$ cat config.mk
export PLATFORM = sky130hd
export DESIGN_NAME = reco_dot_acc
export DESIGN_NICKNAME = d
export VERILOG_FILES = /design/src/rtl/reco_dot_acc.sv
export SDC_FILE = /design/constraint.sdc
export NUM_CORES = 1
export LEC_CHECK = 0
export CAP_MARGIN = 10
export CORE_MARGIN = 2
export CORE_UTILIZATION = 45
export CTS_CLUSTER_DIAMETER = 40
export CTS_CLUSTER_SIZE = 40
export DETAILED_ROUTE_END_ITERATION = 16
export PLACE_DENSITY_LB_ADDON = 0.12
export SETUP_SLACK_MARGIN = 0.2
export SLEW_MARGIN = 15
export SYNTH_ARGS = -nofsm -noshare
export SYNTH_HDL_FRONTEND = slang
export SYNTH_SLANG_ARGS = --single-unit
$ cat constraint.sdc
create_clock -name clk -period 5.61 [get_ports clk]
set_input_delay 0.561 -clock clk [delete_from_list [all_inputs] [get_ports clk]]
set_output_delay 0.561 -clock clk [all_outputs]
set_load 0.005 [all_outputs]
$ cat src/rtl/reco_dot_acc.sv
`default_nettype none
// ---------------------------------------------------------------------------
// reco_dot_acc : streaming unsigned dot-product accumulator, valid/ready out
// Revision 1.0
// ---------------------------------------------------------------------------
module reco_dot_acc #(
   parameter int bitwidth      = 32,
   parameter int inputBitwidth = 16,
   parameter int size          = 8
) (
   input  logic                     clk,
   input  logic                     rst,
   input  logic                     start,
   input  logic                     in_valid,
   input  logic [inputBitwidth-1:0] a_in,
   input  logic [inputBitwidth-1:0] b_in,
   output logic                     in_ready,
   output logic                     out_valid,
   input  logic                     out_ready,
   output logic [bitwidth-1:0]      data_out,
   output logic                     busy
);

   localparam int CNT_W = (size > 1) ? $clog2(size) : 1;
   localparam logic [CNT_W-1:0] LAST = CNT_W'(size - 1);

   typedef enum logic [1:0] {
      S_IDLE = 2'd0,
      S_ACC  = 2'd1,
      S_DONE = 2'd2
   } state_t;

   state_t                       state;
   logic [CNT_W-1:0]             cnt;
   logic [2*inputBitwidth-1:0]   prod;
   logic [bitwidth-1:0]          prod_ext;

   // Size cast zero-extends or truncates to the accumulator width.
   assign prod     = a_in * b_in;
   assign prod_ext = bitwidth'(prod);

   always_ff @(posedge clk or posedge rst) begin
      if (rst) begin
         state     <= S_IDLE;
         cnt       <= '0;
         data_out  <= '0;
         in_ready  <= 1'b0;
         out_valid <= 1'b0;
         busy      <= 1'b0;
      end else begin
         case (state)
            S_IDLE: begin
               if (start) begin
                  data_out <= '0;
                  cnt      <= '0;
                  state    <= S_ACC;
                  in_ready <= 1'b1;
                  busy     <= 1'b1;
               end
            end
            S_ACC: begin
               if (in_valid) begin
                  data_out <= data_out + prod_ext;
                  if (cnt == LAST) begin
                     cnt       <= '0;
                     state     <= S_DONE;
                     in_ready  <= 1'b0;
                     out_valid <= 1'b1;
                  end else begin
                     cnt <= cnt + 1'b1;
                  end
               end
            end
            S_DONE: begin
               if (out_ready) begin
                  state     <= S_IDLE;
                  out_valid <= 1'b0;
                  busy      <= 1'b0;
               end
            end
            default: begin
               state     <= S_IDLE;
               in_ready  <= 1'b0;
               out_valid <= 1'b0;
               busy      <= 1'b0;
            end
         endcase
      end
   end

endmodule
`default_nettype wire
==> impl_metrics.yaml, run 1 <==
critical_path:
  r2r_start: "data_out[8]$_DFFE_PP0P_"
  critPathCaptureType: "flop"
  crit_fanout: 5
  crit_type: "input port to flop"
  crit_chain: "buf_6 > buf_6 > buf_12 > and2_4 > fa_1 > inv_2 > fa_2 > fa_1 > fa_1 > inv_1 > fa_1 > inv_1 > fa_1 > inv_2 > ha_4 > nand4_1 > nor2_2 > buf_4 > o211a_1 > o31ai_4 > a21oi_2 > buf_6 > mux2i_2 > a221o_1"
  crit_buf_inv: 9
  cpMaxStageDelayCell: "fa_2"
  cpPeakStageDelay_ns: 0.57
  rrSetupSlack_ns: 1.01
  crit_top_cell: "fa_1"
  start_kind: "input port"
  rr_worst_depth: 18
  r2r_end: "data_out[28]$_DFFE_PP0P_"
  cp_data_required_time_ns: 5.78
  crit_family: "adder cells"
  cp.arrival_ns: 5.95
  cp_num_cells: 24
clock_tree:
  numCtsBuffers: 5
  clkTransAtPathRegs_ns: 0.06
  cts-root-buf: "clkbuf_16"
  cts_max_level: 2
  clockBufferDepth: 2
  cts_tree: "built"
  clk_latency_ns: 0.29
  cts_hold_buffers: 0
  cts.sinks: 40
floorplanning:
  start_util: 0.459
  ios: 72
  coreArea_um2: 24400
  num_rows: 57
  die_area_um2: 26100
  die_y_um: 162
  die_w_um: 162
synthesis:
  syn_area_um2: 11200
  yosysSeqAreaShare: 0.0895
  syn_nets: 1659
  async_flop_share: 1.00
  yosys_register_bits: 40
  synth_cell_types: 55
  syn_area_per_cell_um2: 8.63
  synth_edf_count: 0
  syn_inst: 1296
  ys.flop_type: "dfrtp_1"
  yosysWarnings: 0
layout:
  n_fill_cell: 2065
  finalInstanceArea_um2: 15500
  final_common_cell: "inv_1"
  antennaDiodeCount: 0
  final_cell_mix: "inv_1 (326), fa_1 (213), buf_4 (186)"
  drive_gt1_frac: 0.279
  syn_to_final_growth_pct: 38.2
  nets: 1944
  final_cells: 1906
grt:
  grt_pass1_vias: 10166
  overflow: 0
  grt_pass1_wl_um: 53400
  grt_antenna_before_repair: 0
  track_usage: 0.259
  grt_max_degree: 46
timing:
  fin_crit_sh: 1.03
  setup_slack_ns: -0.172
  slew_violations: 0
  fin_skew_ns: 0.00737
  setup_viol_count_final: 13
  hold_viol: 0
  tightest_slew_ns: 0.947
  period_minus_slack_ns: 5.78
  rsz0062_at_grt: "true"
  fmax_ghz: 0.173
  hold_slack_ns: 0.491
  maxSlewHeadroom: 0.367
worst_hold_path:
  hp-start: "cnt[1]$_DFFE_PP0P_"
  hold_depth: 2
  hold_path.class: "flop to flop"
  holdPathEnd: "cnt[1]$_DFFE_PP0P_"
detailed_routing:
  avgViaCountPerCell: 4.97
  ant_nets: 0
  wl_um: 32400
  drc: 0
  drt_iter0_drc: 519
  first_pass_iters: 5
  num_vias: 9473
  wire_per_inst_um: 17.0
status:
  failed_checks: "setup timing"
  outcome: "finished, violations left"
flow_run:
  max_cap_violations: 0
place:
  placedCellCount: 1794
  place.gp.congestion: 0.835
  placed_area_um2: 13600
  port_buffers: 71
  dp.final_hpwl_um: 24500
synthesized netlist by cell type, types with 5 or more instances:
cell | count | area (um2)
nor2_1 | 17 | 63.8
nand4_1 | 9 | 56.3
xnor2_1 | 13 | 114
a21oi_1 | 30 | 150
and2_1 | 119 | 744
nand2_1 | 190 | 713
o31ai_1 | 5 | 37.5
o21ai_0 | 38 | 190
xor2_1 | 9 | 78.8
ha_1 | 101 | 1260
o21a_1 | 8 | 60.1
a21o_1 | 11 | 82.6
clkbuf_1 | 44 | 165
inv_1 | 349 | 1310
or3_1 | 7 | 43.8
fa_1 | 225 | 4500
nor3_1 | 5 | 25.0
dfrtp_1 | 40 | 1000
nand3_1 | 7 | 35.0
final cells by class:
type | count | area [um2] | area share
Multi-Input combinational cell | 860 | 9470 | 0.613
Timing Repair Buffer | 325 | 3090 | 0.200
Inverter | 349 | 1310 | 0.0849
Sequential cell | 40 | 1000 | 0.0647
Tap cell | 324 | 405 | 0.0262
Clock buffer | 7 | 153 | 0.00987
Clock inverter | 1 | 30.0 | 0.00194
per-stage QoR:
stage	setup TNS, ns	utilization	setup slack, ns
global placement	-10.69	0.556	-0.700
CTS	-1.22	0.618	-0.159
global route	-3.66	0.634	-0.343
floorplan	0	-	0.147
detailed placement	-11.18	0.556	-0.752
finish	-1.13	0.634	-0.172
worst max-delay path by stage:
stage | start | end
after floorplan | b_in[5] | data_out[20]$_DFFE_PP0P_
after global placement | a_in[6] | data_out[29]$_DFFE_PP0P_
after detailed placement | a_in[7] | data_out[25]$_DFFE_PP0P_
after CTS | b_in[5] | data_out[25]$_DFFE_PP0P_
after global routing | b_in[5] | data_out[28]$_DFFE_PP0P_
final | b_in[5] | data_out[28]$_DFFE_PP0P_
state kept, by name, summed over array words and instances, names as in the netlist:
name	cells
busy	1
cnt	3
data_out	32
in_ready	1
out_valid	1
state	2
metal layers:
metal	track usage	up-vias	part of all wire
met1	0.378	4787	0.47
met2	0.430	224	0.47
met3	0.0268	26	0.046
met4	0.0422	0	0.013
li1	-	4436	-
met5	0	-	0
logic make-up after synthesis:
kind of cell / count (synthesis) / share of synthesized area
AOI/OAI and AO/OA: 137 / 0.0801
DFF: 40 / 0.0895
adders and majority gates: 326 / 0.515
xor gates and xnor gates: 22 / 0.0172
and+or+nand+nor: 371 / 0.161
buffers and inverters: 396 / 0.133
muxes: 4 / 0.00358
worst reg2reg max path: cells and delay by family, from the launching register on:
family / cells / cell delay, ns
buffers and inverters: 6 / 0.59
DFF: 1 / 0.43
and+or+nand+nor: 2 / 0.34
AOI/OAI and AO/OA: 4 / 0.74
adders and majority gates: 5 / 2.31
muxes: 1 / 0.07
repair_timing:
item | 4_1_cts | 5_1_grt
gates cloned | 7 | 1
resized for setup | 247 | 81
endpoints found under the setup margin | 22 | 20
setup buffers | 82 | 14
pin swaps | 101 | 67
Power of run 1 is left out: the tool's default activity adds up to more than one toggle a clock period on the data nets, which glitch-free logic cannot reach.
==> run 2: changes to the inputs <==
--- a/config.mk
+++ b/config.mk
@@ -8,12 +8,11 @@
 export CAP_MARGIN = 10
 export CORE_MARGIN = 2
 export CORE_UTILIZATION = 45
-export CTS_CLUSTER_DIAMETER = 40
 export CTS_CLUSTER_SIZE = 40
 export DETAILED_ROUTE_END_ITERATION = 16
 export PLACE_DENSITY_LB_ADDON = 0.12
 export SETUP_SLACK_MARGIN = 0.2
-export SLEW_MARGIN = 15
+export SLEW_MARGIN = 0
 export SYNTH_ARGS = -nofsm -noshare
 export SYNTH_HDL_FRONTEND = slang
 export SYNTH_SLANG_ARGS = --single-unit
==> results of run 2 <==
No change in the layout: final DEF, timing and power equal those of run 1.
Power of run 2 is left out for the same reason.
